[src/rtl/pio_pkg.sv]
// Shared definitions for the PIO configuration sequencer.
//   pio_act_e   : action codes presented on pio_action
//   pio_state_e : sequencer FSM states
package pio_pkg;

    typedef enum logic [3:0] {
        ACT_NONE  = 4'd0,
        ACT_INSTR = 4'd1,
        ACT_PEND  = 4'd2,
        ACT_PULL  = 4'd3,
        ACT_PUSH  = 4'd4,
        ACT_GRPS  = 4'd5,
        ACT_EN    = 4'd6,
        ACT_DIV   = 4'd7,
        ACT_SIDES = 4'd8,
        ACT_SHIFT = 4'd10
    } pio_act_e;

    typedef enum logic [3:0] {
        ST_IDLE,
        ST_LOAD,
        ST_PEND,
        ST_DIV,
        ST_GRPS,
        ST_SIDES,
        ST_SHIFT,
        ST_EN,
        ST_RUN,
        ST_STOP
    } pio_state_e;

endpackage

[src/rtl/pio_seq_rr.sv]
// Two-way round-robin arbiter between the TX (PUSH) and RX (PULL) paths.
// Ports:
//   clk, reset          : clock, synchronous active-high reset
//   req_tx, req_rx      : paths that want the PIO this cycle
//   served_tx/served_rx : an action was actually issued for that path
//   gnt_tx, gnt_rx      : path holds the grant (uncontested or its turn)
// After serving one path, priority moves to the other; TX has priority
// out of reset.
module pio_seq_rr (
    input  logic clk,
    input  logic reset,
    input  logic req_tx,
    input  logic req_rx,
    input  logic served_tx,
    input  logic served_rx,
    output logic gnt_tx,
    output logic gnt_rx
);

    logic prio_rx;

    always_ff @(posedge clk) begin
        if (reset) begin
            prio_rx <= 1'b0;
        end else if (served_tx) begin
            prio_rx <= 1'b1;
        end else if (served_rx) begin
            prio_rx <= 1'b0;
        end
    end

    // Grant does not depend on the path's own request so tx_ready can be
    // offered before tx_valid arrives.
    assign gnt_tx = !req_rx || !prio_rx;
    assign gnt_rx = !req_tx || prio_rx;

endmodule

[src/rtl/pio_seq.sv]
// PIO state-machine configuration sequencer and TX/RX data pump.
// Loads a program, writes the machine config registers, enables the machine,
// then moves TX stream words into the PIO (PUSH) and PIO words out to the RX
// stream (PULL) until stopped.
// Build option: PIO_SEQ_RX_EN -- when undefined the RX/PULL path is absent,
// rx_valid/rx_data are tied low and TX always holds the grant.
// Ports:
//   clk, reset                 : clock, synchronous active-high reset
//   start, stop                : begin configuration / disable running machine
//   cfg_*                      : configuration, sampled on an accepted start
//   prog_addr, prog_data       : program memory read, 1-cycle latency
//   pio_action/index/mindex/din: action issued to the PIO block
//   pio_dout, pio_full/empty   : PIO read data and per-machine FIFO status
//   tx_*, rx_*                 : valid/ready streams
//   busy, cfg_done, err        : status (cfg_done is a pulse, err sticky)
//
// state  | meaning
// IDLE   | waiting for start
// LOAD   | one INSTR per cycle, program memory read one address ahead
// PEND   | write program end address (plen-1)
// DIV    | write clock divider
// GRPS   | write pin groups
// SIDES  | write side-set config
// SHIFT  | write shift control
// EN     | enable machine (din=1)
// RUN    | arbitrate PUSH/PULL traffic
// STOP   | disable machine (din=0), back to IDLE
module pio_seq #(
    parameter int SM_W       = 2,
    parameter int PROG_DEPTH = 32
) (
    input  logic            clk,
    input  logic            reset,
    input  logic            start,
    input  logic            stop,
    input  logic [5:0]      cfg_plen,
    input  logic [SM_W-1:0] cfg_sm,
    input  logic [23:0]     cfg_div,
    input  logic [31:0]     cfg_grps,
    input  logic [5:0]      cfg_sides,
    input  logic [31:0]     cfg_shift,
    output logic [4:0]      prog_addr,
    input  logic [15:0]     prog_data,
    output logic [3:0]      pio_action,
    output logic [4:0]      pio_index,
    output logic [SM_W-1:0] pio_mindex,
    output logic [31:0]     pio_din,
    input  logic [31:0]     pio_dout,
    input  logic [3:0]      pio_full,
    input  logic [3:0]      pio_empty,
    input  logic [31:0]     tx_data,
    input  logic            tx_valid,
    output logic            tx_ready,
    output logic [31:0]     rx_data,
    output logic            rx_valid,
    input  logic            rx_ready,
    output logic            busy,
    output logic            cfg_done,
    output logic            err
);

    import pio_pkg::*;

    localparam logic [6:0] DEPTH_MAX = 7'(PROG_DEPTH);

    pio_state_e      state_q, state_d;
    pio_act_e        act;
    logic [5:0]      plen_q;
    logic [SM_W-1:0] sm_q;
    logic [23:0]     div_q;
    logic [31:0]     grps_q;
    logic [5:0]      sides_q;
    logic [31:0]     shift_q;
    logic [5:0]      cnt_q;
    logic            err_q, done_q, guard_q;
    logic            plen_bad;
    logic            tx_req, rx_req, gnt_tx, gnt_rx, push, pull;

    assign plen_bad = (cfg_plen == 6'd0) || ({1'b0, cfg_plen} > DEPTH_MAX);
    assign tx_req   = tx_valid && !pio_full[sm_q];

    pio_seq_rr u_rr (
        .clk       (clk),
        .reset     (reset),
        .req_tx    (tx_req),
        .req_rx    (rx_req),
        .served_tx (push),
        .served_rx (pull),
        .gnt_tx    (gnt_tx),
        .gnt_rx    (gnt_rx)
    );

    always_ff @(posedge clk) begin
        if (reset) begin
            state_q <= ST_IDLE;
            plen_q  <= 6'd0;
            sm_q    <= '0;
            div_q   <= 24'd0;
            grps_q  <= 32'd0;
            sides_q <= 6'd0;
            shift_q <= 32'd0;
            cnt_q   <= 6'd0;
            err_q   <= 1'b0;
            done_q  <= 1'b0;
            guard_q <= 1'b0;
        end else begin
            state_q <= state_d;
            cnt_q   <= (state_q == ST_LOAD) ? cnt_q + 6'd1 : 6'd0;
            guard_q <= push || pull;
            done_q  <= (state_q == ST_EN);
            if (start && state_q == ST_IDLE) begin
                err_q <= plen_bad;
                if (!plen_bad) begin
                    plen_q  <= cfg_plen;
                    sm_q    <= cfg_sm;
                    div_q   <= cfg_div;
                    grps_q  <= cfg_grps;
                    sides_q <= cfg_sides;
                    shift_q <= cfg_shift;
                end
            end
        end
    end

    always_comb begin
        state_d   = state_q;
        act       = ACT_NONE;
        pio_din   = 32'd0;
        pio_index = 5'd0;
        prog_addr = 5'd0;
        tx_ready  = 1'b0;
        push      = 1'b0;
        pull      = 1'b0;
        case (state_q)
            ST_IDLE: begin
                // prog_addr sits at 0 here, so word 0 is ready on LOAD entry.
                if (start && !plen_bad) state_d = ST_LOAD;
            end
            ST_LOAD: begin
                act       = ACT_INSTR;
                pio_index = cnt_q[4:0];
                pio_din   = {16'h0, prog_data};
                prog_addr = cnt_q[4:0] + 5'd1;
                if (cnt_q == plen_q - 6'd1) state_d = ST_PEND;
            end
            ST_PEND: begin
                act     = ACT_PEND;
                pio_din = {26'h0, plen_q - 6'd1};
                state_d = ST_DIV;
            end
            ST_DIV: begin
                act     = ACT_DIV;
                pio_din = {8'h0, div_q};
                state_d = ST_GRPS;
            end
            ST_GRPS: begin
                act     = ACT_GRPS;
                pio_din = grps_q;
                state_d = ST_SIDES;
            end
            ST_SIDES: begin
                act     = ACT_SIDES;
                pio_din = {26'h0, sides_q};
                state_d = ST_SHIFT;
            end
            ST_SHIFT: begin
                act     = ACT_SHIFT;
                pio_din = shift_q;
                state_d = ST_EN;
            end
            ST_EN: begin
                act     = ACT_EN;
                pio_din = 32'd1;
                state_d = ST_RUN;
            end
            ST_RUN: begin
                if (stop) begin
                    state_d = ST_STOP;
                end else if (!guard_q) begin
                    tx_ready = gnt_tx && !pio_full[sm_q];
                    if (tx_ready && tx_valid) begin
                        push    = 1'b1;
                        act     = ACT_PUSH;
                        pio_din = tx_data;
                    end else if (rx_req && gnt_rx) begin
                        pull = 1'b1;
                        act  = ACT_PULL;
                    end
                end
            end
            ST_STOP: begin
                act     = ACT_EN;
                state_d = ST_IDLE;
            end
            default: state_d = ST_IDLE;
        endcase
    end

`ifdef PIO_SEQ_RX_EN
    logic        pull_q, rx_valid_q;
    logic [31:0] rx_data_q;

    // PIO returns read data the cycle after PULL; the capture completes even
    // if stop arrives in between.
    always_ff @(posedge clk) begin
        if (reset) begin
            pull_q     <= 1'b0;
            rx_valid_q <= 1'b0;
            rx_data_q  <= 32'd0;
        end else begin
            pull_q <= pull;
            if (pull_q) begin
                rx_data_q  <= pio_dout;
                rx_valid_q <= 1'b1;
            end else if (rx_valid_q && rx_ready) begin
                rx_valid_q <= 1'b0;
            end
        end
    end

    assign rx_req   = !pio_empty[sm_q] && !rx_valid_q && !pull_q;
    assign rx_valid = rx_valid_q;
    assign rx_data  = rx_data_q;
`else
    logic unused_rx;

    assign rx_req    = 1'b0;
    assign rx_valid  = 1'b0;
    assign rx_data   = 32'd0;
    assign unused_rx = ^{rx_ready, pio_dout, pio_empty};
`endif

    assign pio_action = act;
    assign pio_mindex = sm_q;
    assign busy       = (state_q != ST_IDLE);
    assign cfg_done   = done_q;
    assign err        = err_q;

endmodule

[config.mk]
export PLATFORM = sky130hd
export DESIGN_NAME = pio_seq
export DESIGN_NICKNAME = d
export VERILOG_FILES = /design/src/rtl/pio_pkg.sv /design/src/rtl/pio_seq_rr.sv /design/src/rtl/pio_seq.sv
export SDC_FILE = /design/constraint.sdc
export NUM_CORES = 1
export LEC_CHECK = 0
export ABC_CLOCK_PERIOD_IN_PS = 3100
export BUFFER_PORTS_ARGS = -buffer_cell sky130_fd_sc_hd__buf_2
export CORE_MARGIN = 4
export CORE_UTILIZATION = 45
export DETAILED_ROUTE_END_ITERATION = 6
export GPL_ROUTABILITY_DRIVEN = 0
export GPL_TIMING_DRIVEN = 0
export PLACE_DENSITY = 0.76
export SLEW_MARGIN = 10
export SYNTH_ARGS = -nofsm -noshare
export SYNTH_HDL_FRONTEND = slang
export SYNTH_SLANG_ARGS = --single-unit
[constraint.sdc]
create_clock -name clk -period 3.1 [get_ports clk]
set_input_delay 0.155 -clock clk [delete_from_list [all_inputs] [get_ports clk]]
set_output_delay 0.155 -clock clk [all_outputs]
set_load 0.01 [all_outputs]
==> Word level (Yosys, flattened, before mapping) <==
Cells that the tools add are included.
{ "totals": {"reg_bits": 115, "in_bits": 196} }
{ "classes": {"order_cmp": 2, "mux": 20, "n_addsub": 3, "n_bitwise": 3, "n_eq_ne": 13, "reduce_logical": 14} }
{ "ops": {"columns": ["operator", "n"], "rows": [
  ["$pmux 32 s8", 1],
  ["$mux 32", 3],
  ["$pmux 4 s9", 1],
  ["$pmux 4 s8", 1],
  ["$eq 4x3->1 const B", 4],
  ["$mux 4", 3],
  ["$mux 5", 2],
  ["$mux 3", 3],
  ["$eq 4x2->1 const B", 2],
  ["$eq 4x4->1 const B", 2],
  ["$add 6x1->6 const B", 1],
  ["$eq 6x6->1", 1],
  ["$gt 6x6->1 const B", 1],
  ["$logic_not 6->1", 1],
  ["$sub 6x1->6 const B", 1],
  ["$add 5x1->5 const B", 1],
  ["$mux 1", 5],
  ["$eq 4x1->1 const B", 1],
  ["$logic_not 4->1", 1],
  ["$ne 2x1->1 const B", 2],
  ["$reduce_bool 4->1", 1],
  ["$reduce_or 2->1", 2],
  ["$reduce_or 4->1", 1],
  ["$logic_and 1x1->1", 3],
  ["other kinds (8)", 11]
]} }

==> Logic depth before layout (Yosys ltp) <==
{ "logic_depth": {"word_depth": 8, "mapped_depth": 8, "ltp_nobuf": 6} }

==> By module <==
From an unflattened synthesis, not the netlist that was laid out.
{ "hier_totals": {"hier_cells": 752, "hier_area_um2": 5609.1} }
{ "modules_own_cells": {"columns": ["module", "instances", "area_each_um2", "cells_each"], "rows": [
  ["pio_seq", 1, 5560.3, 746],
  ["pio_seq_rr", 1, 48.8, 6]
]} }

==> Least setup slack after synthesis <==
No wires, ideal clock.
{ "synth_timing": {"path_type": "reg-to-output", "start": "register sm_q[0], in the netlist pio_mindex[0]", "end": "output port pio_din[16]", "slack_ps": 1192, "arrival_time_ps": 1753, "path_buffers": 1, "path_stages_with_launch": 6, "path_cell_list": "dfxtp_1 -> mux4_2 -> nor4_4 -> and2_1 -> buf_4 -> a221o_1"} }
{ "synth_via": {"elab_chain_cells": 8} }
{ "synth_rtl": {"columns": ["item", "line", "rtl"], "rows": [
  ["start, declared", "pio_seq.sv:69", "logic [SM_W-1:0] sm_q;"],
  ["start signal, assigned", "pio_seq.sv:115", "sm_q <= cfg_sm;"],
  ["$bmux 1 s2", "pio_seq.sv:180", "tx_ready = gnt_tx && !pio_full[sm_q];"],
  ["$mux 1 (not written as such)", "pio_seq.sv:180", null],
  ["$logic_not 1->1", "pio_seq.sv:180", null],
  ["$logic_and 1x1->1", "pio_seq.sv:181", "if (tx_ready && tx_valid) begin"],
  ["$mux 32", "pio_seq.sv:181", null],
  ["$mux 32", "pio_seq.sv:179", "end else if (!guard_q) begin"],
  ["$mux 32", "pio_seq.sv:177", "if (stop) begin"],
  ["$pmux 32 s8", "pio_seq.sv:134", "case (state_q)"],
  ["end, declared", "pio_seq.sv:47", "output logic [31:0] pio_din,"]
]} }
Every way passes these cells. The select of a mux whose other input is x is not followed.

==> Worst setup path after layout <==
{ "layout_timing": {"start": "register state_q[0]", "end": "output port pio_din[29]"} }
{ "layout_via": {"elab_chain_cells": 2, "elab_cells_between_ends": 9, "cone_classes": "8 x eq/ne; 1 x mux"} }
{ "layout_rtl": {"columns": ["item", "line", "rtl"], "rows": [
  ["start, declared", "pio_seq.sv:66", "pio_state_e state_q, state_d;"],
  ["start signal, assigned", "pio_seq.sv:107", "state_q <= state_d;"],
  ["$eq 4x4->1, or another cell as far along", "pio_seq.sv:134", null],
  ["$pmux 32 s8 (*)", "pio_seq.sv:134", null]
]} }
Mark *: on every way between the ends. The rest lies on a longest branch, timed or not.

==> impl_metrics.yaml <==
status:
  status: "finished, violations left"
  violations: "DRC, hold timing"
place:
  pre_cts_ws_ns: 0.566
  portBuffers: 210
  placed_area_um2: 7980
  hpwlAfterDp_um: 19500
routing:
  initialDrtViolationCount: 842
  num_vias: 7900
  drc_errors: 1
  finalWirelength_um: 26600
  ant_nets: 0
  wl_per_cell_um: 20.4
  via_per_inst: 6.05
  drt_pass1_iterations: 7
layout:
  area_delta_synth_final_pct: 39.3
  stdcell_area_um2: 9170
  nets: 1309
  drive_above_1_share_pct: 29.6
sta:
  fin_skew_ns: 0.00442
  fin_tns_setup_ns: 0
  hold_slack_ns: -0.000387
  rsz0062_at_grt: "false"
  relSlewSlack_pct: 48.5
  fin_ws_ns: 0.138
  min_period_ns: 2.96
  hold_violations: 1
  fmax_ghz: 0.338
  setup_viol: 0
  fin_crit_sh_pct: 95.5
  max_slew.worst_pin.slew_ns: 0.772
  report.final.slew_viol_count: 0
synth:
  ys_types: 57
  synth-seq-area-share_pct: 35.0
  ys_async_sr_fraction_pct: 0
  synthCells: 792
  yosysWarnings: 0
  synth-main-ff-cell: "dfxtp_1"
  synth_area_per_cell_um2: 8.31
  yosys_register_bits: 115
  synth_area_um2: 6580
  synth_edf_count: 0
grt:
  grtUsageTotal_pct: 30.9
  grt_first_pass_wirelength_um: 39500
  antenna_found_initial: 2
  gr-total-overflow: 0
  grt_max_degree: 17
  grt_pass1_vias: 7450
clock_network:
  cts_tree: "built"
  tritoncts.num_buffers: 17
  cts.sinks: 115
  clkTransAtPathRegs_ns: 0.05
  cts-root-buf: "clkbuf_16"
  cts_max_level: 4
  post_cts_buffers: 0
  clk_latency_ns: 0.43
  clk_path_buf_depth: 2
floorplan:
  fp.dieW_um: 129
  fp.dieArea_um2: 16600
  ioPinCount: 281
  core_um2: 14100
  start_util_pct: 46.7
  chipHeight_um: 129
  row_count: 43
setup_path:
  worstPathArrival_ns: 2.81
  worstPathCellList: "clkbuf_1 -> nor4b_1 -> buf_2 -> buf_1 -> a22oi_1 -> nand2_1 -> buf_2"
  endpoint_kind: "output pin"
  worst_path_largest_cell_delay_ns: 0.54
  worst-setup-path-type: "register to output pin"
  cp_common_cell: "buf_2"
  path_max_fanout: 10
  cp-start-kind: "register"
  crit_slowest_cell: "buf_1"
  cp.required_ns: 2.94
pwr:
  peakVddDrop_uv: 407
  powerDensity_nw_per_um2: 521
  cellLeakagePower_nw: 3.94
job:
  drv_cap: 0
hold_path:
  min_path_type: "primary input to register"
[where the power goes]
| part | internal [mW] | switching (mW) | total [mW] | leakage [nW] |
|---|---|---|---|---|
| Combinational | 0.451 | 0.688 | 1.14 | 2.70 |
| Clock | 1.29 | 0.677 | 1.97 | 0.297 |
| Sequential | 1.59 | 0.0841 | 1.67 | 0.936 |
[final cells by class]
type	count	area [um^2]
Tap cell	180	225
Sequential cell	115	2300
Multi-Input combinational cell	566	3630
Clock buffer	30	564
Clock inverter	2	35.0
Buffer	137	757
Timing Repair Buffer	268	1630
Fill cell	1236	4920
Inverter	6	22.5
Antenna cell	2	5.00
[critical path: cells and delay by family (launching register included)]
family	cells	cell delay [ns]
compound gates	1	0.17
buf+inv	4	1.27
flops	1	0.39
simple gates	2	0.56
[synthesized netlist by cell type, types with 12 or more instances]
library cell	count	share of area, %
buf_4	34	3.9
o31ai_1	103	12
nor2_1	12	0.68
clkbuf_1	54	3.1
buf_2	38	2.9
nand2_1	16	0.91
dfxtp_1	115	35
nand4_1	100	9.5
a22oi_1	30	3.4
a21oi_1	107	8.1
nor3_1	12	0.91
nand3_1	43	3.3
[metrics by stage]
step / utilization, % / power [mW] / instances
2_1_floorplan: - / 2.33 / 824
3_3_place_gp: 56.6 / 2.73 / 1214
3_5_place_dp: 56.6 / 2.74 / 1214
4_1_cts: 65.0 / 4.75 / 1304
5_1_grt: 65.1 / 4.94 / 1306
6_report: 65.1 / 4.78 / 1306
[placed cells by master (no fill, tap or decap), drive strengths merged, types with 7 or more instances in the layout]
master,count
a21oi,107
a221o,10
a22o,8
a22oi,30
and2,8
buf,293
clkbuf,84
conb,33
dfxtp,115
dlygate4sd3,58
mux2i,7
nand2,16
nand3,43
nand4,100
nor2,12
nor3,12
o21ai,7
o31ai,103
xor2,8
[registers in the layout (all words and copies together), names as in the netlist]
signal and cells:
err 1, div_q 24, cnt_q 6, cfg_done 1, sides_q 6, guard_q 1, state_q 4, grps_q 32
pio_mindex 2, plen_q 6, shift_q 32
[worst paths after layout]
check / endpoint / slack (ns) / start / cells after the start
max: pio_din[29] / 0.14 / state_q[0] / 7
max reg2reg: div_q[9] / 0.78 / state_q[3] / 8
min reg2reg: shift_q[21] / 0.47 / shift_q[21] / 2
min: div_q[6] / -0.0004 / cfg_div[6] / 3
[metal layers]
metal	vias to the layer above	wire, um	global-route usage (%)
met5	-	0	0
met4	0	1110	14.9
met3	82	2900	7.56
met2	509	12100	48.4
met1	3657	10500	39.9
li1	3652	-	-
[kinds of logic after synthesis]
| group | count (synthesis) | share of synthesized area [%] |
|---|---|---|
| compound gates | 286 | 29.1 |
| xor+xnor | 14 | 2.07 |
| fa+ha+maj | 2 | 0.380 |
| buf+inv | 143 | 11.8 |
| flops | 115 | 35.0 |
| mux | 10 | 1.75 |
| other cells | 1 | 0.0570 |
| simple gates | 221 | 19.9 |
[what timing repair did]
item	CTS	global route
endpoints found under the setup margin	0	11
hold endpoints to repair	58	0
hold buffers	58	0
resized for setup	0	2
Power figures use the tool's default switching activity.
